[src/rtl/bsg_manycore_edge_link_if.sv]
// Handshake and data bundle between external orig-format links, the mesh edge and
// the return network. Signal suffixes are written from the adapter's point of view.
interface bsg_manycore_edge_link_if #(
  parameter int num_links_p     = 4,
  parameter int x_cord_width_p  = 2,
  parameter int y_cord_width_p  = 3,
  parameter int payload_width_p = 70
);
  localparam int cw     = x_cord_width_p + y_cord_width_p;
  localparam int orig_w = payload_width_p + cw;
  localparam int pkt_w  = orig_w + cw;
  localparam int ret_w  = 5 + cw;

  logic [num_links_p*orig_w-1:0] in_data_i;
  logic [num_links_p-1:0]        in_v_i;
  logic [num_links_p-1:0]        in_ready_o;

  logic [num_links_p*pkt_w-1:0]  array_data_o;
  logic [num_links_p-1:0]        array_v_o;
  logic [num_links_p-1:0]        array_ready_i;

  logic [num_links_p*pkt_w-1:0]  array_data_i;
  logic [num_links_p-1:0]        array_v_i;
  logic [num_links_p-1:0]        array_ready_o;

  logic [num_links_p*orig_w-1:0] out_data_o;
  logic [num_links_p-1:0]        out_v_o;
  logic [num_links_p-1:0]        out_ready_i;

  logic [num_links_p*ret_w-1:0]  ret_data_i;
  logic [num_links_p-1:0]        ret_v_i;
  logic [num_links_p-1:0]        ret_ready_o;

  // master is the surrounding environment, slave is the edge adapter
  modport master (
    output in_data_i, in_v_i, array_ready_i, array_data_i, array_v_i,
           out_ready_i, ret_data_i, ret_v_i,
    input  in_ready_o, array_data_o, array_v_o, array_ready_o,
           out_data_o, out_v_o, ret_ready_o
  );

  modport slave (
    input  in_data_i, in_v_i, array_ready_i, array_data_i, array_v_i,
           out_ready_i, ret_data_i, ret_v_i,
    output in_ready_o, array_data_o, array_v_o, array_ready_o,
           out_data_o, out_v_o, ret_ready_o
  );
endinterface

[src/rtl/bsg_manycore_edge_link.sv]
// Edge adapter for one stubbed mesh edge: credit-limited ingress with return-field
// insertion, registered egress stripping, and return-network termination per link.
module bsg_manycore_edge_link #(
  parameter int num_links_p       = 4,
  parameter int x_cord_width_p    = 2,
  parameter int y_cord_width_p    = 3,
  parameter int payload_width_p   = 70,
  parameter int fifo_els_p        = 2,
  parameter int max_out_credits_p = 16,
  parameter int ret_cord_mode_p   = 0,
  localparam int cw     = x_cord_width_p + y_cord_width_p,
  localparam int orig_w = payload_width_p + cw,
  localparam int pkt_w  = orig_w + cw,
  localparam int crw    = $clog2(max_out_credits_p + 1)
) (
  input  logic                        clk_i,
  input  logic                        reset_n_i,
  input  logic [num_links_p*cw-1:0]   link_cord_i,
  bsg_manycore_edge_link_if.slave     bus,
  output logic [num_links_p*crw-1:0]  credits_o,
  output logic [num_links_p-1:0]      err_o,
  output logic                        idle_o
);
  localparam int ptr_w = $clog2(fifo_els_p);
  localparam int cnt_w = $clog2(fifo_els_p + 1);
  localparam logic [crw-1:0]   max_cred  = crw'(max_out_credits_p);
  localparam logic [cnt_w-1:0] fifo_cap  = cnt_w'(fifo_els_p);
  localparam logic [ptr_w-1:0] ptr_last  = ptr_w'(fifo_els_p - 1);

  function automatic logic [ptr_w-1:0] ptr_inc(input logic [ptr_w-1:0] p);
    return (p == ptr_last) ? '0 : p + ptr_w'(1);
  endfunction

  // Holds every ready low until the first clock edge after reset release.
  logic alive_q;
  always_ff @(posedge clk_i or negedge reset_n_i) begin
    if (!reset_n_i) alive_q <= 1'b0;
    else            alive_q <= 1'b1;
  end

  assign bus.ret_ready_o = {num_links_p{alive_q}};

  logic ret_data_unused;
  assign ret_data_unused = ^bus.ret_data_i;

  logic [num_links_p-1:0] link_idle;
  assign idle_o = &link_idle;

  for (genvar l = 0; l < num_links_p; l++) begin : g_link
    logic [orig_w-1:0] mem_q [fifo_els_p];
    logic [ptr_w-1:0]  rd_ptr_q, wr_ptr_q;
    logic [cnt_w-1:0]  count_q;
    logic [crw-1:0]    credits_q, credits_d;
    logic              err_q, err_d;
    logic              stage_v_q;
    logic [orig_w-1:0] stage_data_q;
    logic              fifo_full, fifo_empty, in_ready, enq, deq, inj_v, ret;
    logic              egress_ready, acc;
    logic [orig_w-1:0] head;
    logic [cw-1:0]     ret_field;
    logic [pkt_w-1:0]  pkt_in;
    logic [cw-1:0]     egress_ret_unused;

    assign fifo_full  = (count_q == fifo_cap);
    assign fifo_empty = (count_q == '0);
    assign in_ready   = alive_q & ~fifo_full;
    assign enq        = bus.in_v_i[l] & in_ready;

    assign head      = mem_q[rd_ptr_q];
    assign ret_field = (ret_cord_mode_p != 0) ? link_cord_i[l*cw +: cw] : {cw{1'b1}};
    assign inj_v     = ~fifo_empty & (credits_q < max_cred);
    assign deq       = inj_v & bus.array_ready_i[l];
    assign ret       = alive_q & bus.ret_v_i[l];

    assign bus.in_ready_o[l]                  = in_ready;
    assign bus.array_v_o[l]                   = inj_v;
    assign bus.array_data_o[l*pkt_w +: pkt_w] = {head[orig_w-1:cw], ret_field, head[cw-1:0]};

    // Storage carries no reset; the count alone defines which entries are live.
    always_ff @(posedge clk_i) begin
      if (enq) mem_q[wr_ptr_q] <= bus.in_data_i[l*orig_w +: orig_w];
    end

    always_ff @(posedge clk_i or negedge reset_n_i) begin
      if (!reset_n_i) begin
        rd_ptr_q <= '0;
        wr_ptr_q <= '0;
        count_q  <= '0;
      end else begin
        if (enq) wr_ptr_q <= ptr_inc(wr_ptr_q);
        if (deq) rd_ptr_q <= ptr_inc(rd_ptr_q);
        case ({enq, deq})
          2'b10:   count_q <= count_q + cnt_w'(1);
          2'b01:   count_q <= count_q - cnt_w'(1);
          default: count_q <= count_q;
        endcase
      end
    end

    // A return with nothing outstanding is an error unless an injection cancels it.
    always_comb begin
      credits_d = credits_q;
      err_d     = err_q;
      if (deq && !ret) begin
        credits_d = credits_q + crw'(1);
      end else if (!deq && ret) begin
        if (credits_q == '0) err_d = 1'b1;
        else                 credits_d = credits_q - crw'(1);
      end
    end

    always_ff @(posedge clk_i or negedge reset_n_i) begin
      if (!reset_n_i) begin
        credits_q <= '0;
        err_q     <= 1'b0;
      end else begin
        credits_q <= credits_d;
        err_q     <= err_d;
      end
    end

    assign credits_o[l*crw +: crw] = credits_q;
    assign err_o[l]                = err_q;

    assign pkt_in            = bus.array_data_i[l*pkt_w +: pkt_w];
    assign egress_ret_unused = pkt_in[2*cw-1:cw];
    assign egress_ready      = alive_q & (~stage_v_q | bus.out_ready_i[l]);
    assign acc               = bus.array_v_i[l] & egress_ready;

    always_ff @(posedge clk_i or negedge reset_n_i) begin
      if (!reset_n_i) begin
        stage_v_q    <= 1'b0;
        stage_data_q <= '0;
      end else if (acc) begin
        stage_v_q    <= 1'b1;
        stage_data_q <= {pkt_in[pkt_w-1:2*cw], pkt_in[cw-1:0]};
      end else if (bus.out_ready_i[l]) begin
        stage_v_q    <= 1'b0;
      end
    end

    assign bus.array_ready_o[l]                 = egress_ready;
    assign bus.out_v_o[l]                       = stage_v_q;
    assign bus.out_data_o[l*orig_w +: orig_w]   = stage_data_q;

    assign link_idle[l] = (credits_q == '0) & fifo_empty & ~stage_v_q;
  end

endmodule

[src/flat_wrapper.sv]
// flat-port wrapper written by rule: the top's interface ports become plain ports
module bsg_manycore_edge_link_flat 
#(
  parameter int num_links_p       = 4,
  parameter int x_cord_width_p    = 2,
  parameter int y_cord_width_p    = 3,
  parameter int payload_width_p   = 70,
  parameter int fifo_els_p        = 2,
  parameter int max_out_credits_p = 16,
  parameter int ret_cord_mode_p   = 0,
  localparam int cw     = x_cord_width_p + y_cord_width_p,
  localparam int orig_w = payload_width_p + cw,
  localparam int pkt_w  = orig_w + cw,
  localparam int crw    = $clog2(max_out_credits_p + 1)
)
  (clk_i, reset_n_i, link_cord_i, credits_o, err_o, idle_o, bus_in_data_i, bus_in_v_i, bus_array_ready_i, bus_array_data_i, bus_array_v_i, bus_out_ready_i, bus_ret_data_i, bus_ret_v_i, bus_in_ready_o, bus_array_data_o, bus_array_v_o, bus_array_ready_o, bus_out_data_o, bus_out_v_o, bus_ret_ready_o);
  bsg_manycore_edge_link_if #(.num_links_p(num_links_p), .x_cord_width_p(x_cord_width_p), .y_cord_width_p(y_cord_width_p), .payload_width_p(payload_width_p)) bus_i ();
  input  logic clk_i;
  input  logic reset_n_i;
  input  logic [num_links_p*cw-1:0] link_cord_i;
  output logic [num_links_p*crw-1:0] credits_o;
  output logic [num_links_p-1:0] err_o;
  output logic idle_o;
  input wire logic [$bits(bus_i.in_data_i)-1:0] bus_in_data_i;
  input wire logic [$bits(bus_i.in_v_i)-1:0] bus_in_v_i;
  input wire logic [$bits(bus_i.array_ready_i)-1:0] bus_array_ready_i;
  input wire logic [$bits(bus_i.array_data_i)-1:0] bus_array_data_i;
  input wire logic [$bits(bus_i.array_v_i)-1:0] bus_array_v_i;
  input wire logic [$bits(bus_i.out_ready_i)-1:0] bus_out_ready_i;
  input wire logic [$bits(bus_i.ret_data_i)-1:0] bus_ret_data_i;
  input wire logic [$bits(bus_i.ret_v_i)-1:0] bus_ret_v_i;
  output wire logic [$bits(bus_i.in_ready_o)-1:0] bus_in_ready_o;
  output wire logic [$bits(bus_i.array_data_o)-1:0] bus_array_data_o;
  output wire logic [$bits(bus_i.array_v_o)-1:0] bus_array_v_o;
  output wire logic [$bits(bus_i.array_ready_o)-1:0] bus_array_ready_o;
  output wire logic [$bits(bus_i.out_data_o)-1:0] bus_out_data_o;
  output wire logic [$bits(bus_i.out_v_o)-1:0] bus_out_v_o;
  output wire logic [$bits(bus_i.ret_ready_o)-1:0] bus_ret_ready_o;
  assign bus_i.in_data_i = bus_in_data_i;
  assign bus_i.in_v_i = bus_in_v_i;
  assign bus_i.array_ready_i = bus_array_ready_i;
  assign bus_i.array_data_i = bus_array_data_i;
  assign bus_i.array_v_i = bus_array_v_i;
  assign bus_i.out_ready_i = bus_out_ready_i;
  assign bus_i.ret_data_i = bus_ret_data_i;
  assign bus_i.ret_v_i = bus_ret_v_i;
  assign bus_in_ready_o = bus_i.in_ready_o;
  assign bus_array_data_o = bus_i.array_data_o;
  assign bus_array_v_o = bus_i.array_v_o;
  assign bus_array_ready_o = bus_i.array_ready_o;
  assign bus_out_data_o = bus_i.out_data_o;
  assign bus_out_v_o = bus_i.out_v_o;
  assign bus_ret_ready_o = bus_i.ret_ready_o;
  bsg_manycore_edge_link #(.num_links_p(num_links_p), .x_cord_width_p(x_cord_width_p), .y_cord_width_p(y_cord_width_p), .payload_width_p(payload_width_p), .fifo_els_p(fifo_els_p), .max_out_credits_p(max_out_credits_p), .ret_cord_mode_p(ret_cord_mode_p)) u_core (.clk_i(clk_i), .reset_n_i(reset_n_i), .link_cord_i(link_cord_i), .bus(bus_i), .credits_o(credits_o), .err_o(err_o), .idle_o(idle_o));
endmodule
[config.mk]
export PLATFORM = sky130hd
export DESIGN_NAME = bsg_manycore_edge_link_flat
export DESIGN_NICKNAME = d
export VERILOG_FILES = /design/src/rtl/bsg_manycore_edge_link_if.sv /design/src/rtl/bsg_manycore_edge_link.sv /design/src/flat_wrapper.sv
export SDC_FILE = /design/constraint.sdc
export NUM_CORES = 1
export LEC_CHECK = 0
export CELL_PAD_IN_SITES_DETAIL_PLACEMENT = 0
export CELL_PAD_IN_SITES_GLOBAL_PLACEMENT = 1
export CORE_AREA = 2 2 534 536
export CTS_CLUSTER_SIZE = 40
export DETAILED_ROUTE_END_ITERATION = 8
export DIE_AREA = 0 0 536 538
export PLACE_DENSITY_LB_ADDON = 0.1
export SKIP_CTS_REPAIR_TIMING = 1
export SYNTH_ARGS = -nofsm -noshare
export SYNTH_HDL_FRONTEND = slang
export SYNTH_SLANG_ARGS = --single-unit
export TNS_END_PERCENT = 20
[constraint.sdc]
create_clock -name clk_i -period 12.51 [get_ports clk_i]
set_clock_uncertainty 0.1 [all_clocks]
set_input_delay 3.753 -clock clk_i [delete_from_list [all_inputs] [get_ports clk_i]]
set_output_delay 3.753 -clock clk_i [all_outputs]
set_load 0.03 [all_outputs]
## After elaboration in Yosys (flattened, before gate mapping)

Memories as Yosys holds them, arrays and structs flattened.
Cells that the tools add are included.

- $add $sub $neg: 24
- Magnitude comparators: 4
- Eq/ne operators: 16
- Multiplexer cells: 40
- Bitwise operators: 56
- Reductions and logical operators: 45

Operators by type and width:

| kind | count |
|---|---|
| $mux 5 | 12 |
| $and 1x1->1 | 36 |
| $mux 1 | 24 |
| $reduce_bool 2->1 | 12 |
| $add 5x1->5 const B | 4 |
| $logic_not 5->1 | 4 |
| $lt 5x5->1 const B | 4 |
| $sub 5x1->5 const B | 4 |
| $eq 2x2->1 const B | 8 |
| $not 1->1 | 16 |
| $pmux 2 s2 | 4 |
| $reduce_and 3->1 | 4 |
| $add 1x1->1 const B | 8 |
| $add 2x1->2 const B | 4 |
| $eq 2x1->1 const B | 4 |
| $logic_and 1x1->1 | 8 |
| $logic_not 1->1 | 8 |
| $logic_not 2->1 | 4 |
| $ne 2x1->1 const B | 4 |
| $reduce_and 2->1 | 4 |
| $sub 2x1->2 const B | 4 |
| $or 1x1->1 | 4 |
| $reduce_and 4->1 | 1 |

- Flip-flop bits (word level): 345
- Bits in writable memories: 600
- Output and inout port bits: 665
- Word-level logic and storage cells: 218
- Memories: 4

Memory list:

| memory | depth | width | rd ports | clocked after memory_dff | write ports | RTL line | source |
|---|---|---|---|---|---|---|---|
| u_core.g_link[0].mem_q | 2 | 75 | 1 | 0 | 1 | bsg_manycore_edge_link.sv:50 | `logic [orig_w-1:0] mem_q [fifo_els_p];` |
| u_core.g_link[1].mem_q | 2 | 75 | 1 | 0 | 1 | bsg_manycore_edge_link.sv:50 |  |
| u_core.g_link[2].mem_q | 2 | 75 | 1 | 0 | 1 | bsg_manycore_edge_link.sv:50 |  |
| u_core.g_link[3].mem_q | 2 | 75 | 1 | 0 | 1 | bsg_manycore_edge_link.sv:50 |  |

## Depth between registers and ports, before layout

- Depth after elaboration: 8
- Gate-level depth with buffers: 11

## Worst setup path after synthesis

OpenSTA, ideal clock, no wires.

- Path type: input-to-output
- Start point: input port bus_out_ready_i[0]
- End point: output port bus_array_ready_o[0]
- Data arrival time: 4199 ps
- Required time: 8657 ps
- Slack: 4458 ps
- Stages: 3
- Buffers on the path: 1
- Path through: nand2b_1 > and2_1 > buf_4

- Cells in the longest elaborated chain, start to end: 2

RTL lines:

| item | RTL line | source |
|---|---|---|
| start: declaration | flat_wrapper.sv:29 | `input wire logic [$bits(bus_i.out_ready_i)-1:0] bus_out_ready_i;` |
| $or 1x1->1 | bsg_manycore_edge_link.sv:127 | `assign egress_ready = alive_q & (~stage_v_q \| bus.out_ready_i[l]);` |
| $and 1x1->1 | bsg_manycore_edge_link.sv:127 |  |
| end: declaration | flat_wrapper.sv:35 | `output wire logic [$bits(bus_i.array_ready_o)-1:0] bus_array_ready_o;` |

No other way between the ends.

## Worst setup path in the final report

Ends and elaborated chain as after synthesis.

==> summary.md <==
Outcome
• finished, final reports clean — outcome

GRT
• 226000 µm — wire length of the first global-routing pass
• 20.23% — met2 demand-to-capacity share in global routing
• 11.33% — fraction of met1 tracks used by global routing
• 130 — number of antenna violations at the first check in global routing
• met2 — highest-utilization routing layer at the global route stage
• 23.77k — number of global-route vias before repair
• 0 — GRT Residual Overflow
• 118 — maximum number of pins on one net before global-route repair
• 11.63% — total global routing track utilization
• 6.971% — GR Util met3

Logic synthesis
• 0 — Yosys warning count
• 19.00 µm² — mean instance size in the synthesized netlist
• 945 — flip-flop and latch count after synthesis
• 1877 — number of standard cells after synthesis
• 36.51% — async set or reset register ratio after synthesis
• 600 — count of flip-flops with a built-in enable after synthesis
• 0.03567 mm² — mapped cell area
• sky130_fd_sc_hd__edfxtp_1 — leading register cell type out of synthesis
• 40 — post-synthesis cell type count
• 74.71% — register area share after synthesis

Floorplan
• 536 µm — die extent in x
• 0.2884 mm² — die footprint
• 12.59% — initial core utilization
• 0.2832 mm² — Core Area
• 196 — number of core rows
• 1367 — Ports
• 538 µm — y dimension of the die

Critical path
• output pin — kind of capture point of the worst setup path
• 8660 ps — Data required, critical path
• u_core.alive_q$_DFF_PN0_ — reg-to-reg startpoint
• input port to output pin — CP Class
• 5590 ps — data arrival time at the worst-slack endpoint
• input port — startpoint type of the worst setup path
• 4 — number of cells on the worst reg-to-reg path
• 8850 ps — flop-to-flop setup slack
• 2 — Crit Path Max Fanout
• u_core.g_link[3].mem_q[0][52]$_DFFE_PP_ — terminus of the critical flop-to-flop path

Cells and area
• 20.16% — share of the core filled with cells
• sky130_fd_sc_hd__clkdlybuf4s50_1 (1265), sky130_fd_sc_hd__mux2_2 (602), sky130_fd_sc_hd__edfxtp_1 (600) — most used cells in the layout excluding fill and tap cells
• 25.22% — fraction of final layout cells with drive strength greater than 1
• 0.05711 mm² — summed area of non-filler cells in the final layout
• sky130_fd_sc_hd__clkdlybuf4s50_1 — leading cell type in the layout, fill and taps excluded
• 3952 — Total Nets Final
• 60.12% — Syn-to-layout area delta

Clock tree
• 780 ps — source-to-sink clock delay at the later pin of the worst-skew pair
• done — CTS tree
• 945 — sinks on the clock net
• 4 — Longest Clk Path Bufs
• sky130_fd_sc_hd__clkbuf_16 — Root Buffer
• 50 ps — clock-pin transition on the worst setup and hold timing paths
• 142 — total clock buffers created by CTS
• 4 — level count of the clock H-tree

Drt
• 3.110 — vias per std cell
• 174900 µm — Post-Route WL
• 4 — detailed-routing iteration count for the pre-antenna-repair pass
• 22.13k — routed via count
• 0 — drc violations
• 803 — drt first-iter violations
• 24.58 µm — average wire per cell in the routed design
• 0 — antenna violation net count after detailed routing

Worst hold path
• u_core.g_link[3].err_q$_DFFE_PN0P_ — hold path startpoint
• register to register — class of the most critical hold timing path
• u_core.g_link[3].err_q$_DFFE_PN0P_ — endpoint of the worst hold path
• 1 — Worst Hold Path Cells

Pwr
• 218.5 mW/mm² — ratio of total power to cell area
• 19.97 nW — static leakage
• 120.6 µV — Max VDD drop

STA
• no — unrepaired setup endpoints after global routing
• 9442 ps — final critical path time including I/O delays and setup
• 0 — max-slew violation count
• 1037 ps — transition time at the pin with the least slew margin
• 105.9 MHz — Fmax
• 362.5 ps — worst hold-check slack
• 0 ps — Sum Neg Setup Slack
• 30.85% — relative max-transition margin
• 0 — endpoints failing setup
• 0 — Final Hold Fails
• 75.48% — final cycle utilization of the critical path

Placed design
• 1266 — number of buffer cells added on primary ports
• 133200 µm — sum of net half-perimeters after detailed placement
• 0.05270 mm² — placed inst area
• 0.7115 — GPL Wtd Cong

Flow run
• 0 — Max-Cap Viols

## flip-flops by register name (all words and copies together) (netlist names)
signal                      flops
u_core.g_link.mem_q           600
u_core.g_link.stage_data_q    300
u_core.g_link.credits_q        20
u_core.g_link.count_q           8
u_core.g_link.err_q             4
u_core.g_link.rd_ptr_q          4
u_core.g_link.stage_v_q         4
u_core.g_link.wr_ptr_q          4
u_core.alive_q                  1
## worst max-delay path by stage
stage	from	to	slack, ps
floorplan	bus_out_ready_i[0]	bus_array_ready_o[0]	4460
CTS	bus_out_ready_i[0]	bus_array_ready_o[0]	2950
detailed placement	bus_out_ready_i[0]	bus_array_ready_o[0]	2970
global placement	bus_out_ready_i[0]	bus_array_ready_o[0]	2950
global route	bus_out_ready_i[0]	bus_array_ready_o[0]	2950
finish	bus_out_ready_i[0]	bus_array_ready_o[0]	3070
## cells by family after synthesis
family	share of synthesized area, %
buf+inv	2.224
xor+xnor	0.7857
other cells	0.01051
fa+ha+maj	1.066
compound gates	0.8699
mux	19.05
flops	74.71
simple gates	1.284
## cell usage after synthesis, types with 5 or more instances
library cell                 n  area share (%)
sky130_fd_sc_hd__nand2b_1    5           0.088
sky130_fd_sc_hd__and2_1      7            0.12
sky130_fd_sc_hd__xor2_1      9            0.22
sky130_fd_sc_hd__o21ai_0     5           0.070
sky130_fd_sc_hd__buf_4      55             1.2
sky130_fd_sc_hd__buf_2      28            0.39
sky130_fd_sc_hd__mux2_2    602              19
sky130_fd_sc_hd__edfxtp_1  600              51
sky130_fd_sc_hd__inv_1      18            0.19
sky130_fd_sc_hd__and3_1      6            0.11
sky130_fd_sc_hd__buf_1      12            0.13
sky130_fd_sc_hd__ha_1       24            0.84
sky130_fd_sc_hd__xnor2_1    23            0.56
sky130_fd_sc_hd__nor2_1     28            0.29
sky130_fd_sc_hd__nand2_1    32            0.34
sky130_fd_sc_hd__buf_6      10            0.32
sky130_fd_sc_hd__dfrtp_1   345              24
sky130_fd_sc_hd__nor3_1      6           0.084
sky130_fd_sc_hd__a21o_1      8            0.17
sky130_fd_sc_hd__a21oi_1     8            0.11
## routing by layer
layer	wire [µm]	up-vias	share of wire, %
met5	738	-	0.42
met4	5683	120	3.3
met3	22370	373	13
met2	86610	1031	50
met1	59460	10812	34
li1	-	9791	-
## per-stage QoR
| stage | worst slack (ps) | std cells | power, mW |
|---|---|---|---|
| floorplan | 4458 | 1897 | 6.605 |
| global placement | 2952 | 6840 | 8.888 |
| detailed placement | 2968 | 6840 | 8.865 |
| CTS | 2951 | 7077 | 12.88 |
| global route | 2949 | 7083 | 13.13 |
| finish | 3068 | 7115 | 12.48 |
## worst max-delay path: stages
cell	delay, ps
sky130_fd_sc_hd__clkdlybuf4s50_1	460
sky130_fd_sc_hd__nand2b_1	130
sky130_fd_sc_hd__and2_1	440
sky130_fd_sc_hd__clkdlybuf4s50_1	790
## cell type report
class	instances	area (µm²)
tap	3762	4707
antenna	38	95.09
multi-input combinational	825	8388
fill	30325	226100
inverter	18	67.56
clock inverter	44	381.6
sequential	945	26670
timing repair buffer	1290	12870
clock buffer	193	3939
## power by group
part	leakage, nW	internal, mW	switching, mW
clock network	2.10	2.28	1.55
logic	8.34	1.85	2.61
registers	9.53	3.87	0.327
total	20.0	7.99	4.49
Power figures use the tool's default switching activity.
